--- config.mk ---
export PLATFORM = sky130hd
export DESIGN_NAME = bextdep_dispatch
export DESIGN_NICKNAME = d
export VERILOG_FILES = /design/src/rtl/bextdep_dispatch.sv
export SDC_FILE = /design/constraint.sdc
export NUM_CORES = 1
export LEC_CHECK = 0
export BUFFER_PORTS_ARGS = -buffer_cell sky130_fd_sc_hd__buf_2
export CORE_MARGIN = 4
export CORE_UTILIZATION = 35
export CTS_BUF_LIST = sky130_fd_sc_hd__clkbuf_16
export CTS_CLUSTER_DIAMETER = 60
export DETAILED_ROUTE_END_ITERATION = 12
export GPL_TIMING_DRIVEN = 1
export SETUP_SLACK_MARGIN = 0.4
export SLEW_MARGIN = 25
export SYNTH_ARGS = -nofsm -noshare
export SYNTH_HDL_FRONTEND = slang
export SYNTH_SLANG_ARGS = --single-unit
--- constraint.sdc ---
create_clock -name clock -period 7.5 [get_ports clock]
set_input_delay 0 -clock clock [delete_from_list [all_inputs] [get_ports clock]]
set_output_delay 0 -clock clock [all_outputs]
set_load 0.01 [all_outputs]
--- src/rtl/bextdep_dispatch.sv ---
// Request FIFO and one-job-at-a-time sequencer in front of the simplebextdep
// bit-extract/deposit unit; results return with their tags in request order.
module bextdep_dispatch #(
  parameter int unsigned DEPTH = 4,
  parameter int unsigned TAGW  = 4
) (
  input  logic            clock,
  input  logic            reset,
  input  logic            in_valid,
  output logic            in_ready,
  input  logic            in_bdep,
  input  logic [31:0]     in_rs1,
  input  logic [31:0]     in_rs2,
  input  logic [TAGW-1:0] in_tag,
  output logic            unit_start,
  output logic            unit_bdep,
  output logic [31:0]     unit_rs1,
  output logic [31:0]     unit_rs2,
  input  logic            unit_busy,
  input  logic            unit_done,
  input  logic [31:0]     unit_rd,
  output logic            out_valid,
  input  logic            out_ready,
  output logic [31:0]     out_rd,
  output logic [TAGW-1:0] out_tag,
  output logic            err,
  output logic [31:0]     stat_jobs,
  output logic [31:0]     stat_cycles
);

  localparam int unsigned AW = (DEPTH > 1) ? $clog2(DEPTH) : 1;
  localparam int unsigned CW = AW + 1;

  typedef enum logic [1:0] {IDLE, ISSUE, WAIT} state_t;

  typedef struct packed {
    logic            bdep;
    logic [31:0]     rs1;
    logic [31:0]     rs2;
    logic [TAGW-1:0] tag;
  } entry_t;

  state_t          state;
  entry_t          mem [DEPTH];
  entry_t          head;
  logic [AW-1:0]   wr_ptr;
  logic [AW-1:0]   rd_ptr;
  logic [CW-1:0]   count;
  logic [TAGW-1:0] flight_tag;
  logic            full;
  logic            empty;
  logic            push;
  logic            slot_free;
  logic            issue;
  logic            capture;
  logic            handshake;
  logic            unused_busy;

  // The unit's busy flag is redundant with our own WAIT tracking.
  assign unused_busy = unit_busy;

  assign full      = (count == CW'(DEPTH));
  assign empty     = (count == '0);
  assign in_ready  = !full;
  assign push      = in_valid && in_ready;
  assign handshake = out_valid && out_ready;
  assign slot_free = !out_valid || out_ready;
  assign issue     = (state == IDLE) && !empty && slot_free;
  assign capture   = (state == WAIT) && unit_done;
  assign head      = mem[rd_ptr];

  always_ff @(posedge clock) begin
    if (push) begin
      mem[wr_ptr] <= '{bdep: in_bdep, rs1: in_rs1, rs2: in_rs2, tag: in_tag};
    end
  end

  always_ff @(posedge clock) begin
    if (reset) begin
      state       <= IDLE;
      wr_ptr      <= '0;
      rd_ptr      <= '0;
      count       <= '0;
      flight_tag  <= '0;
      unit_start  <= 1'b0;
      unit_bdep   <= 1'b0;
      unit_rs1    <= '0;
      unit_rs2    <= '0;
      out_valid   <= 1'b0;
      out_rd      <= '0;
      out_tag     <= '0;
      err         <= 1'b0;
      stat_jobs   <= '0;
      stat_cycles <= '0;
    end else begin
      if (push) begin
        wr_ptr <= wr_ptr + AW'(1);
      end
      if (issue) begin
        rd_ptr <= rd_ptr + AW'(1);
      end
      case ({push, issue})
        2'b10:   count <= count + CW'(1);
        2'b01:   count <= count - CW'(1);
        default: count <= count;
      endcase

      unit_start <= issue;
      if (issue) begin
        unit_bdep  <= head.bdep;
        unit_rs1   <= head.rs1;
        unit_rs2   <= head.rs2;
        flight_tag <= head.tag;
      end

      case (state)
        IDLE:    if (issue) state <= ISSUE;
        ISSUE:   state <= WAIT;
        WAIT:    if (unit_done) state <= IDLE;
        default: state <= IDLE;
      endcase

      // Issue waits for a free slot, so capture never overwrites a held result.
      if (capture) begin
        out_valid <= 1'b1;
        out_rd    <= unit_rd;
        out_tag   <= flight_tag;
      end else if (handshake) begin
        out_valid <= 1'b0;
      end

      if (unit_done && ((state != WAIT) || unit_start)) begin
        err <= 1'b1;
      end

      if (handshake) begin
        stat_jobs <= stat_jobs + 32'd1;
      end
      if (state != IDLE) begin
        stat_cycles <= stat_cycles + 32'd1;
      end
    end
  end

endmodule
# Word-level counts from Yosys, hierarchy flattened
# Memories as Yosys holds them, arrays and structs flattened. A register that Yosys moved wholly into a read port is not among the register bits.
# Cells that the tools add are included.
# totals
ff_bits	112
mem_bits_rw	276
in_bits	107
output_inout_bits	169
mem_count	1
# op_classes
n_addsub	6
n_eq_ne	8
mux	8
reduce_logical	17
# memory_table
name	words	word_bits	read_ports	rd_clocked_by_memory_dff	write_ports	line	source
mem	4	69	1	1	1	44	entry_t mem [DEPTH];
# op_table
cell	count
$add 32x1->32 const B	2
$logic_and 1x1->1	6
$ne 2x2->1 const B	3
$pmux 2 s3	1
$pmux 3 s2	1
$reduce_bool 2->1	3
$add 2x1->2 const B	2
$eq 2x1->1 const B	2
$eq 2x2->1 const B	2
$mux 1	4
$mux 2	2
$add 3x1->3 const B	1
$eq 3x3->1 const B	1
$logic_not 1->1	3
$logic_not 3->1	1
$sub 3x1->3 const B	1
$logic_not 2->1	1
$logic_or 1x1->1	2
$reduce_and 2->1	1

# Depth between registers and ports, before layout
# depth
word_depth	6
depth_mapped	11

# Least setup slack after synthesis
# Ideal clock, no wire load.
# synth_timing
path_kind	register to register
startpoint	reg count[0]
endpoint	mem mem[1][0] (netlist name) (enable)
setup_ns	0.435
arrival_ns	2.336
required_ns	7.065
path_slack_ns	4.729
path_stages_with_launch	4
path_buffers	0
period_less_slack_ns	2.771
path_cell_list	dfxtp_1 inv_1 nand3_1 and3_1
# synth_via
elab_chain_cells	5
# synth_rtl
element	line	source
start: declaration	48	logic [CW-1:0] count;
start signal: assignment	103	2'b10: count <= count + CW'(1);
start signal: assignment	104	2'b01: count <= count - CW'(1);
start signal: assignment	105	default: count <= count;
$eq 3x3->1	62	assign full = (count == CW'(DEPTH));
$logic_not 1->1	64	assign in_ready = !full;
net in_ready	10	output logic in_ready,
$logic_and 1x1->1	65	assign push = in_valid && in_ready;
$mux 1	73	if (push) begin
$mux 1 (not written as such)	74	mem[wr_ptr] <= '{bdep: in_bdep, rs1: in_rs1, rs2: in_rs2, tag: in_tag};
end: declaration	44	
# The timed path passes the listed nets, and every way through them passes these cells.

# Worst setup path after layout
# layout_timing
startpoint	reg state[1]
endpoint	reg count[2]
# layout_via
elab_chain_cells	5
word_cells_on_any_way	7
# layout_rtl
element	line	source
start: declaration	43	state_t state;
start signal: assignment	80	state <= IDLE;
start signal: assignment	117	IDLE: if (issue) state <= ISSUE;
start signal: assignment	118	ISSUE: state <= WAIT;
$logic_not 2->1 *	68	assign issue = (state == IDLE) && !empty && slot_free;
$logic_and 1x1->1 * (2 in a row)	68	
$eq 2x1->1 / $eq 2x2->1 (equally long branches)	102	case ({push, issue})
$pmux 3 s2 / $reduce_bool 2->1 (equally long branches)	-	
# Every way passes the cells marked *; elsewhere a longest branch is shown, timed or not.
# A chain may end at the register's enable or synchronous reset.

==> parameters.txt <==
Parameter                              Value

Run status
  Status    finished, final reports clean

Place
  Final GP Congestion    just under 0.8
  Post-detailed-placement half-perimeter wirelength    between 20 and 25 mm
  Port Buf Inserts    approximately 270
  Area of placed instances    0.0190 mm^2

Global route
  Largest net degree at the start of global routing    approximately 110
  Global-route wire length before repair    64.3 mm
  Vias in the first global route    about 11000
  Antenna violations before repair    4
  Total GRT Usage    approximately 15%
  Remaining global-route overflow    0

CTS
  Hold buffers post-CTS    roughly 110
  Number of setup buffers added after CTS    0
  Post-CTS resize count    0
  Deepest clock path buffer count    3
  Level count of the clock H-tree    2
  Clock buffers created by TritonCTS    between 50 and 60
  CTS root buffer    sky130_fd_sc_hd__clkbuf_16
  Worst-Skew Late Latency    0.58 ns
  TritonCTS clock tree    yes
  Clock-pin slew reported for the worst setup and hold paths after clock tree synthesis    0.06 ns
  CTS sink cnt    457

Power and ir drop
  Power per standard cell area    326 mW/mm^2
  Maximum VDD drop    0.000219 V
  Static Leak    7.99 nW

Synthesis
  Dominant register cell in the synthesized netlist    sky130_fd_sc_hd__edfxtp_1
  Fraction of registers with async set or reset after synthesis    0%
  Number of synthesized register bits    around 460
  Nets in the synthesized netlist    1331
  Proportion of synthesized chip area in sequential cells    69.9%
  Gate count of the mapped netlist    1216
  Count of cell types in the netlist    42
  Number of synthesized flops with an enable pin    276
  Top cell type's share of synthesized area    48.7%
  Top cells by area, synth    sky130_fd_sc_hd__edfxtp_1 49%, sky130_fd_sc_hd__dfxtp_1 21%, sky130_fd_sc_hd__mux4_2 9.1%
  Netlist area before placement    0.0170 mm^2
  Post-Syn Area per Cell    approximately 14 um^2
  Synth warnings    0
  Cell taking the most area after synthesis    sky130_fd_sc_hd__edfxtp_1

STA
  Share of the clock period used by the worst path    40.3%
  Final Skew    ~0.019 ns
  Unrepaired setup endpoints after global routing    no
  Max Clk Rate    0.331 GHz
  Accumulated negative setup slack    0 ns
  Slew Limit Headroom    32.7%
  Number of max-slew violations in the final report    0
  Number of setup violations in the final report    0
  Number of endpoints with negative hold slack in the final report    0
  Min Tclk post-route    3.02 ns
  Worst Tran Pin Value    about 1 ns

Hold path
  HP Class    input pin to register
  Worst Hold Launch    in_rs2[10]

Setup path
  Crit path kind    register to register
  Data arrival time at the worst-slack endpoint    about 3.5 ns
  List of cells traversed by the critical path    nor2_2 > o311ai_4 > buf_6 > inv_2 > ha_1 > inv_1 > fa_1 > xor2_1 > or3_1 > a21oi_1
  Maximum fanout encountered on the critical timing path    72
  Slack of the worst reg-to-reg path    between 4 and 5 ns
  Reg2Reg Depth    10
  Element type at the critical path end    register
  Critical Path Source Type    register
  Worst path max stage delay    roughly 0.44 ns
  Reg2reg end    count[2]
  Capture point of the worst path    count[2]
  Slowest-stage cell, CP    sky130_fd_sc_hd__inv_2
  Required time at the endpoint of the critical path    8.00 ns
  Source of the critical timing path    state[1]
  Start of the worst register-to-register path    state[1]

Finish
  Number of nets at the end of the flow    1709
  Most used cells in the layout excluding fill and tap cells    276 x sky130_fd_sc_hd__edfxtp_1, 273 x sky130_fd_sc_hd__buf_2, 237 x sky130_fd_sc_hd__nand2_1
  Summed area of non-filler cells in the final layout    between 0.02 and 0.025 mm^2
  Share of final-layout standard cells stronger than drive strength 1    between 20% and 30%
  Layout Utilization    approximately 45%
  Leading cell type in the layout, fill and taps excluded    sky130_fd_sc_hd__edfxtp_1
  Layout-stage area growth over the synthesis result    27.1%

Floorplanning
  Total Die Area    0.0522 mm^2
  Number of cell rows    80
  Die boundary height    ~230 um
  Floorplan die width    229 um
  Core box area    0.0479 mm^2
  Effective utilization at floorplan    35.5%
  I/O pin count    between 200 and 300

Routing
  Per-cell routed wire length    between 15 and 20 um
  Detailed-route vias per instance    4.85
  First-pass iteration count of the detailed router    4
  Iteration-0 DRC Markers    660
  Routed vias    10932
  Detailed-route DRC error count    0
  Final antenna-violating net count    0
  Final Routed Wirelength    41.0 mm

Run
  Total of max-cap violations    0
==> critical path, delay by kind of cell (launching register included) <==
family,cells,cell delay (ns)
XOR/XNOR,1,0.15
buffers and inverters,3,0.83
AO/OA/AOI/OAI,2,0.27
AND/OR/NAND/NOR,2,0.57
flip-flops,1,0.43
adder cells (fa/ha/maj),2,0.64
==> cells by family (layout without fill, tap and decap cells) <==
group	Yosys count	after routing	share of synthesized area (%)
muxes	70	70	9.18
buffers and inverters	75	495	1.94
DFF	457	457	69.9
other	0	3	0
adders and majority gates	8	8	0.632
AOI/OAI and AO/OA	127	127	4.01
and+or+nand+nor	417	417	11.1
xor gates and xnor gates	62	62	3.19
==> power breakdown <==
part	internal (mW)	switching (mW)
combinational	0.596	0.916
clock	1.35	0.993
sequential	3.02	0.189
==> per-stage QoR <==
| stage | worst slack, ns | hold WS (ns) | std cells | power [mW] |
|---|---|---|---|---|
| finish | 4.48 | 0.172 | 2254 | 7.06 |
| global route | 4.19 | 0.144 | 2254 | 7.46 |
| CTS | 4.10 | 0.116 | 2251 | 7.20 |
| detailed placement | 4.11 | 0.217 | 2050 | 4.78 |
| global placement | 4.15 | 0.212 | 2050 | 4.74 |
| floorplan | 4.73 | 0.0989 | 1216 | 4.18 |
==> how the worst min path moves through the flow <==
stage	end	slack, ns	cells past startpoint
2_1_floorplan	mem[0][0]	0.1	0
3_3_place_gp	mem[3][64]	0.21	1
3_5_place_dp	mem[3][40]	0.22	1
4_1_cts	mem[2][65]	0.12	2
5_1_grt	mem[2][51]	0.14	2
6_report	mem[0][14]	0.17	2
==> cell type report <==
class	count	area (um^2)
Antenna cell	3	7.51
Clock buffer	51	1280
Clock inverter	44	305
Fill cell	4306	26300
Inverter	10	37.5
Multi-Input combinational cell	684	4820
Sequential cell	457	11900
Tap cell	615	769
Timing Repair Buffer	390	2520
==> registers in the layout, indices dropped and copies added (netlist names) <==
signal / count
err: 1
out_tag: 4
stat_jobs: 32
flight_tag: 4
stat_cycles: 32
state: 2
unit_rs1: 32
mem: 276
unit_rs2: 32
unit_start: 1
rd_ptr: 2
out_valid: 1
unit_bdep: 1
count: 3
wr_ptr: 2
out_rd: 32
==> cells in the mapped netlist (2+ instances only) <==
cell                       number
sky130_fd_sc_hd__nand2_1      237
sky130_fd_sc_hd__nand3_1       24
sky130_fd_sc_hd__buf_4          2
sky130_fd_sc_hd__nor4_2         6
sky130_fd_sc_hd__nor3_1         4
sky130_fd_sc_hd__ha_1           7
sky130_fd_sc_hd__nand4_1       21
sky130_fd_sc_hd__dfxtp_1      181
sky130_fd_sc_hd__xor2_1        42
sky130_fd_sc_hd__nand2b_1       2
sky130_fd_sc_hd__and2_1         7
sky130_fd_sc_hd__inv_1          9
sky130_fd_sc_hd__nor4_4         2
sky130_fd_sc_hd__buf_2         20
sky130_fd_sc_hd__or3_1          3
sky130_fd_sc_hd__a21oi_1      117
sky130_fd_sc_hd__or2_1          2
sky130_fd_sc_hd__edfxtp_1     276
sky130_fd_sc_hd__buf_6          2
sky130_fd_sc_hd__xnor2_1       20
sky130_fd_sc_hd__and3_1        16
sky130_fd_sc_hd__nor2_1        78
sky130_fd_sc_hd__o21ai_0        5
sky130_fd_sc_hd__and4_1         8
sky130_fd_sc_hd__mux4_2        69
sky130_fd_sc_hd__clkbuf_1      40
==> metal layers <==
layer	routed length, um	GRT usage [%]	up-vias	share of wire [%]
met5	8	0	-	0.019
met4	843	4.36	2	2.1
met3	2690	3.83	62	6.5
met2	19700	26.0	285	48
met1	17800	20.0	5408	43
li1	-	-	5175	-
Power figures use the tool's default switching activity.
